==> src/rtl/sm83_cb_exec.sv <==
// SM83 CB-prefix executor: rotates/shifts, BIT/RES/SET on a register or (HL),
// using an external 8-bit ALU. Flags pack as {z, n, h, c}.
module sm83_cb_exec (
  input  logic        clk,
  input  logic        rst_n,
  input  logic        start,
  input  logic [7:0]  opcode,
  output logic        busy,
  output logic        done,
  output logic [2:0]  rf_rd_sel,
  input  logic [7:0]  rf_rd_data,
  output logic        rf_wr_en,
  output logic [2:0]  rf_wr_sel,
  output logic [7:0]  rf_wr_data,
  input  logic [15:0] hl,
  output logic [15:0] mem_addr,
  output logic        mem_rd,
  output logic        mem_wr,
  output logic [7:0]  mem_wdata,
  input  logic [7:0]  mem_rdata,
  input  logic        mem_ack,
  output logic [5:0]  alu_op,
  output logic [7:0]  alu_op1,
  output logic [7:0]  alu_op2,
  output logic [3:0]  alu_flags_in,
  input  logic [7:0]  alu_result,
  input  logic [3:0]  alu_flags_out,
  input  logic [3:0]  flags_in,
  output logic        flags_wr_en,
  output logic [3:0]  flags_out
);

  // ALU op codes: rotate/shift group at 1..8, BIT/RES/SET at base + bit index.
  localparam logic [5:0] ALU_NOP  = 6'd0;
  localparam logic [5:0] ALU_RLC  = 6'd1;
  localparam logic [5:0] ALU_BIT0 = 6'd16;
  localparam logic [5:0] ALU_RES0 = 6'd24;
  localparam logic [5:0] ALU_SET0 = 6'd32;

  typedef enum logic [1:0] {S_IDLE, S_MEM_RD, S_EXEC, S_MEM_WR} state_t;

  state_t     state, state_nx;
  logic [7:0] op_q, operand_q, wdata_q;
  logic [1:0] grp;
  logic [2:0] sub, tgt;
  logic       is_mem, is_bit;
  logic       unused_alu_nh;

  assign grp    = op_q[7:6];
  assign sub    = op_q[5:3];
  assign tgt    = op_q[2:0];
  assign is_mem = (tgt == 3'd6);
  assign is_bit = (grp == 2'b01);

  assign unused_alu_nh = ^alu_flags_out[2:1];

  always_ff @(posedge clk or negedge rst_n) begin
    if (!rst_n) begin
      state     <= S_IDLE;
      op_q      <= '0;
      operand_q <= '0;
      wdata_q   <= '0;
    end else begin
      state <= state_nx;
      if (state == S_IDLE && start)
        op_q <= opcode;
      if (state == S_MEM_RD && mem_ack)
        operand_q <= mem_rdata;
      if (state == S_EXEC && is_mem && !is_bit)
        wdata_q <= alu_result;
    end
  end

  always_comb begin
    state_nx     = state;
    busy         = (state != S_IDLE);
    done         = 1'b0;
    rf_rd_sel    = tgt;
    rf_wr_en     = 1'b0;
    rf_wr_sel    = '0;
    rf_wr_data   = '0;
    mem_addr     = '0;
    mem_rd       = 1'b0;
    mem_wr       = 1'b0;
    mem_wdata    = wdata_q;
    alu_op       = ALU_NOP;
    alu_op1      = '0;
    alu_op2      = '0;
    alu_flags_in = '0;
    flags_wr_en  = 1'b0;
    flags_out    = '0;

    case (state)
      S_IDLE: begin
        if (start)
          state_nx = (opcode[2:0] == 3'd6) ? S_MEM_RD : S_EXEC;
      end

      S_MEM_RD: begin
        mem_rd   = 1'b1;
        mem_addr = hl;
        if (mem_ack)
          state_nx = S_EXEC;
      end

      S_EXEC: begin
        case (grp)
          2'b00:   alu_op = ALU_RLC + {3'b000, sub};
          2'b01:   alu_op = ALU_BIT0 + {3'b000, sub};
          2'b10:   alu_op = ALU_RES0 + {3'b000, sub};
          default: alu_op = ALU_SET0 + {3'b000, sub};
        endcase
        alu_op1      = is_mem ? operand_q : rf_rd_data;
        alu_flags_in = flags_in;

        if (grp == 2'b00) begin
          flags_wr_en = 1'b1;
          // SWAP never carries, whatever the ALU reports.
          flags_out   = {alu_flags_out[3], 2'b00,
                         (sub == 3'd6) ? 1'b0 : alu_flags_out[0]};
        end else if (is_bit) begin
          flags_wr_en = 1'b1;
          flags_out   = {alu_flags_out[3], 1'b0, 1'b1, flags_in[0]};
        end

        if (!is_mem) begin
          if (!is_bit) begin
            rf_wr_en   = 1'b1;
            rf_wr_sel  = tgt;
            rf_wr_data = alu_result;
          end
          done     = 1'b1;
          state_nx = S_IDLE;
        end else if (is_bit) begin
          done     = 1'b1;
          state_nx = S_IDLE;
        end else begin
          state_nx = S_MEM_WR;
        end
      end

      S_MEM_WR: begin
        mem_wr   = 1'b1;
        mem_addr = hl;
        if (mem_ack) begin
          done     = 1'b1;
          state_nx = S_IDLE;
        end
      end

      default: state_nx = S_IDLE;
    endcase
  end

endmodule

==> config.mk <==
export PLATFORM = sky130hd
export DESIGN_NAME = sm83_cb_exec
export DESIGN_NICKNAME = d
export VERILOG_FILES = /design/src/rtl/sm83_cb_exec.sv
export SDC_FILE = /design/constraint.sdc
export NUM_CORES = 1
export LEC_CHECK = 0
export CAP_MARGIN = 15
export CORE_UTILIZATION = 35
export DETAILED_ROUTE_END_ITERATION = 10
export PLACE_DENSITY = 0.83
export REMOVE_ABC_BUFFERS = 1
export SYNTH_ARGS = -nofsm -noshare
export SYNTH_HDL_FRONTEND = slang
export SYNTH_SLANG_ARGS = --single-unit
export TNS_END_PERCENT = 10
==> constraint.sdc <==
create_clock -name clk -period 4 [get_ports clk]
set_clock_uncertainty 0.1 [all_clocks]
set_input_delay 0.8 -clock clk [delete_from_list [all_inputs] [get_ports clk]]
set_output_delay 0.8 -clock clk [all_outputs]
set_load 0.01 [all_outputs]
==> results.yml <==
route:
  routed_via_density: 4.62
  via_count: 1704
  wl_um: 4820
  post_drt_wl_per_cell_um: 13.1
  drc_errors: 0
  drt_iter0_markers: 36
  ant_nets: 0
  dr.pass1.iters: 4
hold_path:
  hold_path.class: "reg2reg"
synth:
  synth_cell_type_count: 30
  synth_compound_area_frac: 0.0538
  synth.area.mux_share: 0.157
  synth_top_flop_cell: "dfrtp_1"
  synthCells: 185
  synth_top_family_by_area: "simple AND/OR/NAND/NOR gates"
  synth-async-reset-ratio: 1.00
  synth_area_um2: 1770
  yosysSeqAreaShare: 0.368
  avgSynthCellArea_um2: 9.56
  synthAdderAreaFrac: 0.0566
  synth_warnings: 0
  synthXorXnorAreaFrac: 0
  synth_edf_count: 0
  synth_simple_gate_area_frac: 0.279
  ys_ff_latch: 26
clock_tree:
  cts_setup_buffers: 0
  ctsResizeCount: 0
  clock_latency_ns: 0.26
  hold_buffers: 0
  h-tree-depth: 1
  numCtsBuffers: 3
  cts_tree: "built"
  clk_pin_slew_worst_paths_ns: 0.09
  cts-root-buf: "clkbuf_8"
  cts.sinks: 26
  cts_buffer_depth: 2
sta:
  max_freq_mhz: 289
  fin_ws_ns: 0.538
  final-hold-violation-count: 0
  holdWs_ns: 0.413
  maxSlewHeadroom: 0.519
  setup_viol: 0
  setup_tns_ns: 0
  fin_crit_sh: 0.866
  tightestPinTransition_ns: 0.721
  slew_violations: 0
  period_minus_slack_ns: 3.46
  rsz0062_at_grt: "no"
finish:
  synthToLayoutAreaGrowth_pct: 73.1
  diodes: 0
  layout-drive-gt1-share: 0.103
  fin_nets: 371
  layout_common_cells: "clkdlybuf4s50_1 (122), and2_1 (35), dfrtp_1 (26), nand2_1 (22), mux2_2 (14)"
  layout_commonest_cell: "clkdlybuf4s50_1"
power:
  pwr-share-clk: 0.114
  ir_worst_vdd_uv: 349
  p_comb_frac: 0.620
  p_int_uw: 1230
  switchingPower_uw: 680
  sw_frac_of_total: 0.357
  leakagePower_uw: 0.00130
  p_per_area_nw_per_um2: 623
  p_seq_frac: 0.266
floorplan:
  die_h_um: 73.1
  start_util: 0.369
  die_area_um2: 5340
  io-pin-count: 134
  die_w_um: 73.1
  num_rows: 25
  core_area_um2: 4790
job:
  max_cap_violations: 0
place:
  gp_congestion: 0.800
  place_ws_ns: 0.757
  place_hpwl_um: 3880
  io_buffers: 122
worst_setup_path:
  start_kind: "flip-flop"
  cp_cell_sequence: "nand2b_1 -> nor3_1 -> buf_4 -> and2_1 -> clkdlybuf4s50_1"
  critPathBufInv: 2
  cp-end-kind: "primary output"
  crit_arrival_ns: 2.56
  cp_max_fo: 25
  cp_slowest_cell: "dfrtp_1"
  cpPeakStageDelay_ns: 0.58
  critPathRequiredTime_ns: 3.10
  path_delay_family: "simple AND/OR/NAND/NOR gates"
  criticalPathCategory: "reg2out"
global_routing:
  grt_max_degree: 27
  grt-ovfl-total: 0
  antenna_found_initial: 0
  grt_usage: 0.180
  grt_pass1_wl_um: 7440
  grt_pass1_vias: 1604
status:
  status: "complete, no violations"
[path summary, 6_finish.rpt]
| path | cells after the start | endpoint | slack, ns | from |
|---|---|---|---|---|
| setup / recovery | 5 | rf_wr_data[6] | 0.54 | state[0] |
| hold / removal | 1 | operand_q[5] | 0.41 | operand_q[5] |
| setup reg to reg | 3 | mem_wdata[3] | 1.57 | state[0] |
| hold reg to reg | 1 | operand_q[5] | 0.41 | operand_q[5] |
| max in group asynchronous | 2 | op_q[0] | 2.75 | rst_n |
| min in group asynchronous | 2 | operand_q[7] | 0.79 | rst_n |
[registers in the layout, summed over array words and instances, names as in the netlist]
name and count:
mem_wdata 8, state 2, operand_q 8, op_q 8
[routing by layer]
metal,part of all wire,track usage
met5,0,0
met3,0.078,0.0373
met2,0.51,0.338
met1,0.39,0.201
met4,0.014,0.0588
[power by group through the flow]
stage	combinational, uW	sequential [uW]	clock [uW]
after detailed placement	1190	515	0
after CTS	1200	509	225
after global placement	1180	505	0
after global routing	1290	534	236
after floorplan	561	513	0
final	1180	508	218
[Yosys cell counts, types with 2 or more instances]
library cell / instances / area, um^2
a21oi_1: 12 / 60.1
mux2_4: 8 / 120
and2_1: 35 / 219
buf_4: 12 / 90.1
mux2_2: 14 / 158
o21ai_0: 5 / 25.0
nand4_1: 2 / 12.5
nor2b_1: 2 / 12.5
dfrtp_1: 26 / 651
nor2_1: 5 / 18.8
nand3_1: 2 / 10.0
or3_1: 3 / 18.8
inv_1: 3 / 11.3
buf_6: 2 / 22.5
nand2_1: 22 / 82.6
nand3b_1: 3 / 22.5
ha_1: 8 / 100
nor3b_1: 4 / 30.0
clkbuf_1: 5 / 18.8
nor3_1: 2 / 10.0
[per-stage QoR]
step / std cells / utilization / cell area (um^2) / total power, uW
6_report: 369 / 0.639 / 3060 / 1910
5_1_grt: 369 / 0.639 / 3060 / 2060
4_1_cts: 369 / 0.639 / 3060 / 1930
3_5_place_dp: 365 / 0.625 / 2990 / 1710
3_3_place_gp: 365 / 0.625 / 2990 / 1680
2_1_floorplan: 173 / - / 1660 / 1070
[area by class of cell]
type,count,area (um^2)
clock buffers,3,41.3
repair buffers,125,1240
well taps,67,83.8
flip-flops and latches,26,651
fillers,391,1730
clock inverters,1,30.0
multi-input cells,144,1000
inverters,3,11.3
[cell families after synthesis]
| group | Yosys count |
|---|---|
| and+or+nand+nor | 87 |
| DFF | 26 |
| buffers and inverters | 23 |
| muxes | 22 |
| AOI/OAI and AO/OA | 18 |
| adders and majority gates | 8 |
| other | 1 |
No activity file was read; power rests on OpenSTA's default activity.
